**config.mk**
```make
export PLATFORM = sky130hd
export DESIGN_NAME = add512_seq
export DESIGN_NICKNAME = d
export VERILOG_FILES = /design/src/rtl/add_seq_pkg.sv /design/src/rtl/cla_slice.sv /design/src/rtl/add512_seq.sv
export SDC_FILE = /design/constraint.sdc
export NUM_CORES = 2
export LEC_CHECK = 0
export CAP_MARGIN = 15
export CORE_AREA = 2 2 596 598
export CTS_CLUSTER_SIZE = 20
export DETAILED_ROUTE_END_ITERATION = 16
export DIE_AREA = 0 0 598 600
export SETUP_SLACK_MARGIN = 0.15
export SYNTH_ARGS = -nofsm -noshare
export SYNTH_HDL_FRONTEND = slang
export SYNTH_SLANG_ARGS = --single-unit
```
**constraint.sdc**
```tcl
create_clock -name clk -period 31.1 [get_ports clk]
set_input_delay 6.22 -clock clk [delete_from_list [all_inputs] [get_ports clk]]
set_output_delay 6.22 -clock clk [all_outputs]
set_load 0.05 [all_outputs]
```
**src/rtl/add_seq_pkg.sv**
```systemverilog
// Shared constants for the sequential sliced adder: state encodings and default widths.
// Used by the adder block and its testbench so both agree on geometry.
// Pure declarations; no logic.
package add_seq_pkg;

  localparam int W_DEF     = 512;
  localparam int SLICE_DEF = 64;

  typedef enum logic [1:0] {
    ST_IDLE = 2'd0,
    ST_RUN  = 2'd1,
    ST_DONE = 2'd2
  } state_e;

  // Slice counter width: clog2 of the slice count, never narrower than one bit.
  function automatic int cnt_width(input int n);
    return (n > 1) ? $clog2(n) : 1;
  endfunction

endpackage

```
**src/rtl/cla_slice.sv**
```systemverilog
// One SLICE-bit adder slice with carry-in and carry-out, built from generate/propagate terms.
// Purely combinational, zero cycles.
// No flow control; the owning sequencer decides when the result is captured.
module cla_slice #(
  parameter int SLICE = 64
) (
  input  logic [SLICE-1:0] a,
  input  logic [SLICE-1:0] b,
  input  logic             ci,
  output logic [SLICE-1:0] s,
  output logic             cout
);

  logic [SLICE-1:0] g;
  logic [SLICE-1:0] p;

  assign g = a & b;
  assign p = a ^ b;

  // Carry recurrence c[i+1] = g[i] | p[i]&c[i]; carried in a scalar so the
  // tool sees a flat expression tree it can restructure into lookahead form.
  always_comb begin
    logic cc;
    cc = ci;
    s  = '0;
    for (int i = 0; i < SLICE; i++) begin
      s[i] = p[i] ^ cc;
      cc   = g[i] | (p[i] & cc);
    end
    cout = cc;
  end

endmodule

```
**src/rtl/add512_seq.sv**
```systemverilog
// Wide adder that sums A+B+ci one SLICE per cycle through a single reused cla_slice.
// Latency: out_valid rises N=W/SLICE cycles after the accept edge.
// Backpressure: one operation in flight; in_ready only in IDLE, result held in DONE until out_ready.
module add512_seq
  import add_seq_pkg::*;
#(
  parameter int W     = W_DEF,
  parameter int SLICE = SLICE_DEF
) (
  input  logic         clk,
  input  logic         rst,
  input  logic         in_valid,
  output logic         in_ready,
  input  logic [W-1:0] a,
  input  logic [W-1:0] b,
  input  logic         ci,
  output logic         out_valid,
  input  logic         out_ready,
  output logic [W-1:0] sum,
  output logic         cout,
  output logic         busy
);

  // W must be an integer multiple of SLICE; N slices are processed LSB first.
  localparam int N  = W / SLICE;
  localparam int KW = cnt_width(N);

  state_e          state_q;
  logic [W-1:0]    a_q;
  logic [W-1:0]    b_q;
  logic [W-1:0]    sum_q;
  logic            carry_q;
  logic            cout_q;
  logic [KW-1:0]   k_q;
  logic [KW-1:0]   k_d;

  logic [SLICE-1:0] sl_a;
  logic [SLICE-1:0] sl_b;
  logic [SLICE-1:0] sl_s;
  logic             sl_co;

  assign k_d  = k_q + KW'(1);
  assign sl_a = a_q[int'(k_q)*SLICE +: SLICE];
  assign sl_b = b_q[int'(k_q)*SLICE +: SLICE];

  cla_slice #(
    .SLICE (SLICE)
  ) u_slice (
    .a    (sl_a),
    .b    (sl_b),
    .ci   (carry_q),
    .s    (sl_s),
    .cout (sl_co)
  );

  assign in_ready  = (state_q == ST_IDLE);
  assign out_valid = (state_q == ST_DONE);
  assign busy      = (state_q != ST_IDLE);
  assign sum       = sum_q;
  assign cout      = cout_q;

  // Sequencer: capture operands in IDLE, add one slice per RUN cycle, hold result in DONE.
  always_ff @(posedge clk) begin
    if (rst) begin
      state_q <= ST_IDLE;
      a_q     <= '0;
      b_q     <= '0;
      sum_q   <= '0;
      carry_q <= 1'b0;
      cout_q  <= 1'b0;
      k_q     <= '0;
    end else begin
      case (state_q)
        ST_IDLE: begin
          if (in_valid) begin
            a_q     <= a;
            b_q     <= b;
            carry_q <= ci;
            k_q     <= '0;
            state_q <= ST_RUN;
          end
        end
        ST_RUN: begin
          sum_q[int'(k_q)*SLICE +: SLICE] <= sl_s;
          carry_q <= sl_co;
          if (k_q == KW'(N - 1)) begin
            k_q     <= '0;
            cout_q  <= sl_co;
            state_q <= ST_DONE;
          end else begin
            k_q <= k_d;
          end
        end
        ST_DONE: begin
          if (out_ready) begin
            state_q <= ST_IDLE;
          end
        end
        default: state_q <= ST_IDLE;
      endcase
    end
  end

endmodule

```
==> impl_metrics.json <==
{
  "critPathMaxStageDelay_ps": 480,
  "hp-class": "flip-flop to flip-flop",
  "drc": 0,
  "synth_area_leader_cell": "sky130_fd_sc_hd__dfxtp_1",
  "row_count": 218,
  "area_growth_syn_to_layout_pct": 40.61,
  "timing.final.crit_share_pct": 97.26,
  "die_area_mm2": 0.3588,
  "skew_ps": 64.16,
  "number_of_synthesized_flops_with_an_enable_pin": 0,
  "placement.setup.worst_slack_ps": -1127,
  "cts.sinks": 1543,
  "routed_via_density": 4.315,
  "first_global_vias": 54020,
  "crit-reg2reg-launch": "k_q[0]",
  "synth.cell_area_mm2": 0.06498,
  "dp_cells": 12690,
  "cts.reportedPaths.clkPinSlew_ps": 60,
  "dp_hpwl_um": 297100,
  "grt_first_pass_wirelength_um": 477800,
  "synth.yosys.seq_area_share_pct": 47.54,
  "violations": "max-capacitance violations, max-slew violations",
  "worst_r2r_path_depth": 72,
  "layout_setup_ws_ps": 853.4,
  "global_route.usage.total_pct": 19.50,
  "tritoncts.num_buffers": 184,
  "grt_max_degree": 274,
  "worstHoldPathCells": 2,
  "critical_path.reg2reg.endpoint": "sum[319]",
  "layout_min_cycle_time_ps": 30250,
  "tritoncts": "yes",
  "antenna_violating_nets_post_route": 0,
  "timing.critical_path.arrival_ps": 31050,
  "initial_utilization_pct": 18.47,
  "p_per_area_mw_per_mm2": 56.49,
  "globalRouteOverflowTotal": 0,
  "io_buffer_count": 1544,
  "drt_iter0_drc": 4990,
  "detail_route.wl_per_cell_um": 27.96,
  "gp_routability_congestion": 0.9034,
  "core_mm2": 0.3519,
  "fmaxAchievable_mhz": 33.06,
  "asyncSetResetFlopFracSynth_pct": 0,
  "boundaryPins": 1545,
  "clock_insertion_delay_worst_skew_ps": 880,
  "yosys_register_bits": 1543,
  "worst_hold_path.endpoint": "b_q[151]",
  "critical_path.max_fanout": 6,
  "critPathKind": "flip-flop to flip-flop",
  "run_status": "finished, violations left",
  "crit_path_top_delay_cell": "sky130_fd_sc_hd__fa_2",
  "grt_setup_unrepaired": "false",
  "drt_pre_antenna_iters": 5,
  "setup_violations": 0,
  "max-cap-violations": 2,
  "h_tree_lvl_count": 4,
  "timing.final.max_slew_violations": 4,
  "final_core_utilization_pct": 25.97,
  "mean_cell_area_of_the_mapped_netlist_um2": 9.322,
  "worstSetupStartpointType": "flip-flop",
  "r2r_slack_ps": 850,
  "yosys.area.top_type_share_pct": 47.54,
  "dieWidth_um": 598,
  "p_total_uw": 5162,
  "drt-total-wl_um": 366600,
  "p_leak_uw": 0.03393,
  "cts-root-to-sink-buffers": 4,
  "dominantRegCellSynth": "sky130_fd_sc_hd__dfxtp_1",
  "finish.net_count": 9361,
  "timing.final.hold_violations": 0,
  "yosys_warnings": 0,
  "n_fill_cell": 37890,
  "hp-start": "b_q[151]",
  "timing.critical_path.to_type": "flip-flop",
  "post_route_cells_drive_above_1_share_pct": 10.23,
  "cp.required_ps": 31900,
  "synth.lib_cells_used.distinct": 38,
  "vdd_drop_max_v": 0.00004360,
  "final-instance-count-excl-fill": 13110,
  "ctsRootBufferMaster": "sky130_fd_sc_hd__clkbuf_16",
  "cells_taking_the_most_area_after_synthesis": "sky130_fd_sc_hd__dfxtp_1 48%, sky130_fd_sc_hd__nand2_1 12%, sky130_fd_sc_hd__mux4_2 8.9%",
  "cells_after_synthesis": 6971,
  "critical-path-top-cell-by-count": "sky130_fd_sc_hd__fa_1",
  "vias": 56580,
  "relative_slew_slack_pct": -3.772,
  "grt_antenna_before_repair": 237,
  "syn-num-nets": 8068,
  "die_height_um": 600,
  "tightestPinTransition_ps": 1513
}
-- critical path, delay by kind of cell, from the launching register on --
family / cells / cell delay, ps
fa+ha+maj: 64 / 28310
simple gates: 3 / 640
mux: 2 / 490
flops: 1 / 380
buf+inv: 3 / 320
-- flip-flops by register name (all words and copies together), names as in the netlist --
name and count:
cout 1, carry_q 1, state_q 2, a_q 512, sum 512, b_q 512, k_q 3
-- per-stage QoR --
stage	TNS, ps	instance area [um2]	hold slack [ps]
6_report	0	91370	449.0
5_1_grt	0	91280	465.7
3_3_place_gp	-15740	84550	439.0
3_5_place_dp	-18150	84570	443.1
4_1_cts	0	91100	451.4
2_1_floorplan	0	64980	433.1
-- placed cells by master, fill, tap and decap left out, types with 63 or more instances in the layout --
| cell type | synthesis | layout |
|---|---|---|
| sky130_fd_sc_hd__a21oi_1 | 1030 | 1030 |
| sky130_fd_sc_hd__buf_4 | 37 | 122 |
| sky130_fd_sc_hd__clkbuf_16 | 0 | 184 |
| sky130_fd_sc_hd__clkdlybuf4s50_1 | 0 | 1542 |
| sky130_fd_sc_hd__dfxtp_1 | 1543 | 1541 |
| sky130_fd_sc_hd__diode_2 | 0 | 79 |
| sky130_fd_sc_hd__mux2i_1 | 574 | 566 |
| sky130_fd_sc_hd__mux4_2 | 256 | 256 |
| sky130_fd_sc_hd__nand2_1 | 2066 | 2066 |
| sky130_fd_sc_hd__nand2b_1 | 515 | 515 |
| sky130_fd_sc_hd__nor2_1 | 65 | 65 |
| sky130_fd_sc_hd__nor2b_1 | 66 | 66 |
| sky130_fd_sc_hd__or2_2 | 64 | 64 |
| sky130_fd_sc_hd__or3_1 | 64 | 63 |
-- power breakdown --
group	total [uW]	switching [uW]	internal (uW)
sequential	2120	53.2	2070
clock	2340	966	1380
combinational	703	411	292
-- logic make-up after synthesis --
family                     Yosys count  share of synthesized area [%]
AOI/OAI and AO/OA                 1032                          7.956
adders and majority gates           68                          2.049
buffers and inverters              571                          4.234
DFF                               1543                          47.54
muxes                              892                          18.79
and+or+nand+nor                   2865                          19.44
-- routing by layer --
| layer | share of wire [%] | GRT usage, % |
|---|---|---|
| met2 | 47 | 32.27 |
| met5 | 0.20 | 0 |
| met3 | 8.8 | 6.181 |
| met4 | 4.4 | 8.157 |
| met1 | 39 | 23.19 |
-- synth_stat cells, types with 29 or more instances --
cell                          n
sky130_fd_sc_hd__a21oi_1   1030
sky130_fd_sc_hd__buf_1       47
sky130_fd_sc_hd__buf_2      201
sky130_fd_sc_hd__buf_4       37
sky130_fd_sc_hd__buf_6       29
sky130_fd_sc_hd__clkbuf_1   251
sky130_fd_sc_hd__dfxtp_1   1543
sky130_fd_sc_hd__fa_1        64
sky130_fd_sc_hd__mux2_2      58
sky130_fd_sc_hd__mux2i_1    574
sky130_fd_sc_hd__mux4_2     256
sky130_fd_sc_hd__nand2_1   2066
sky130_fd_sc_hd__nand2b_1   515
sky130_fd_sc_hd__nor2_1      65
sky130_fd_sc_hd__nor2b_1     66
sky130_fd_sc_hd__or2_2       64
sky130_fd_sc_hd__or3_1       64
-- layout make-up --
class / instances / area (um2) / area share [%]
well taps: 4620 / 5781 / 6.327
diodes: 79 / 197.7 / 0.2164
inverters: 6 / 30.03 / 0.03287
repair buffers: 1672 / 16500 / 18.06
flip-flops and latches: 1543 / 30900 / 33.82
multi-input cells: 4857 / 31470 / 34.45
clock inverters: 68 / 1057 / 1.157
clock buffers: 267 / 5436 / 5.950
-- timing repair --
item	CTS	global route
pin swaps	4	4
hold buffers	0	0
setup buffers	0	0
gates resized for setup	15	12
setup endpoints to repair	27	18
-- how the worst max path moves through the flow --
| stage | startpoint | endpoint | depth (start not counted) | slack, ps |
|---|---|---|---|---|
| global route | k_q[0] | sum[319] | 73 | 150 |
| CTS | k_q[0] | sum[319] | 72 | 160 |
| floorplan | k_q[2] | sum[319] | 74 | 590 |
| global placement | k_q[0] | sum[319] | 73 | -1000 |
| detailed placement | k_q[0] | sum[319] | 73 | -1130 |
| finish | k_q[0] | sum[319] | 72 | 850 |
No activity file was read; power rests on OpenSTA's default activity.
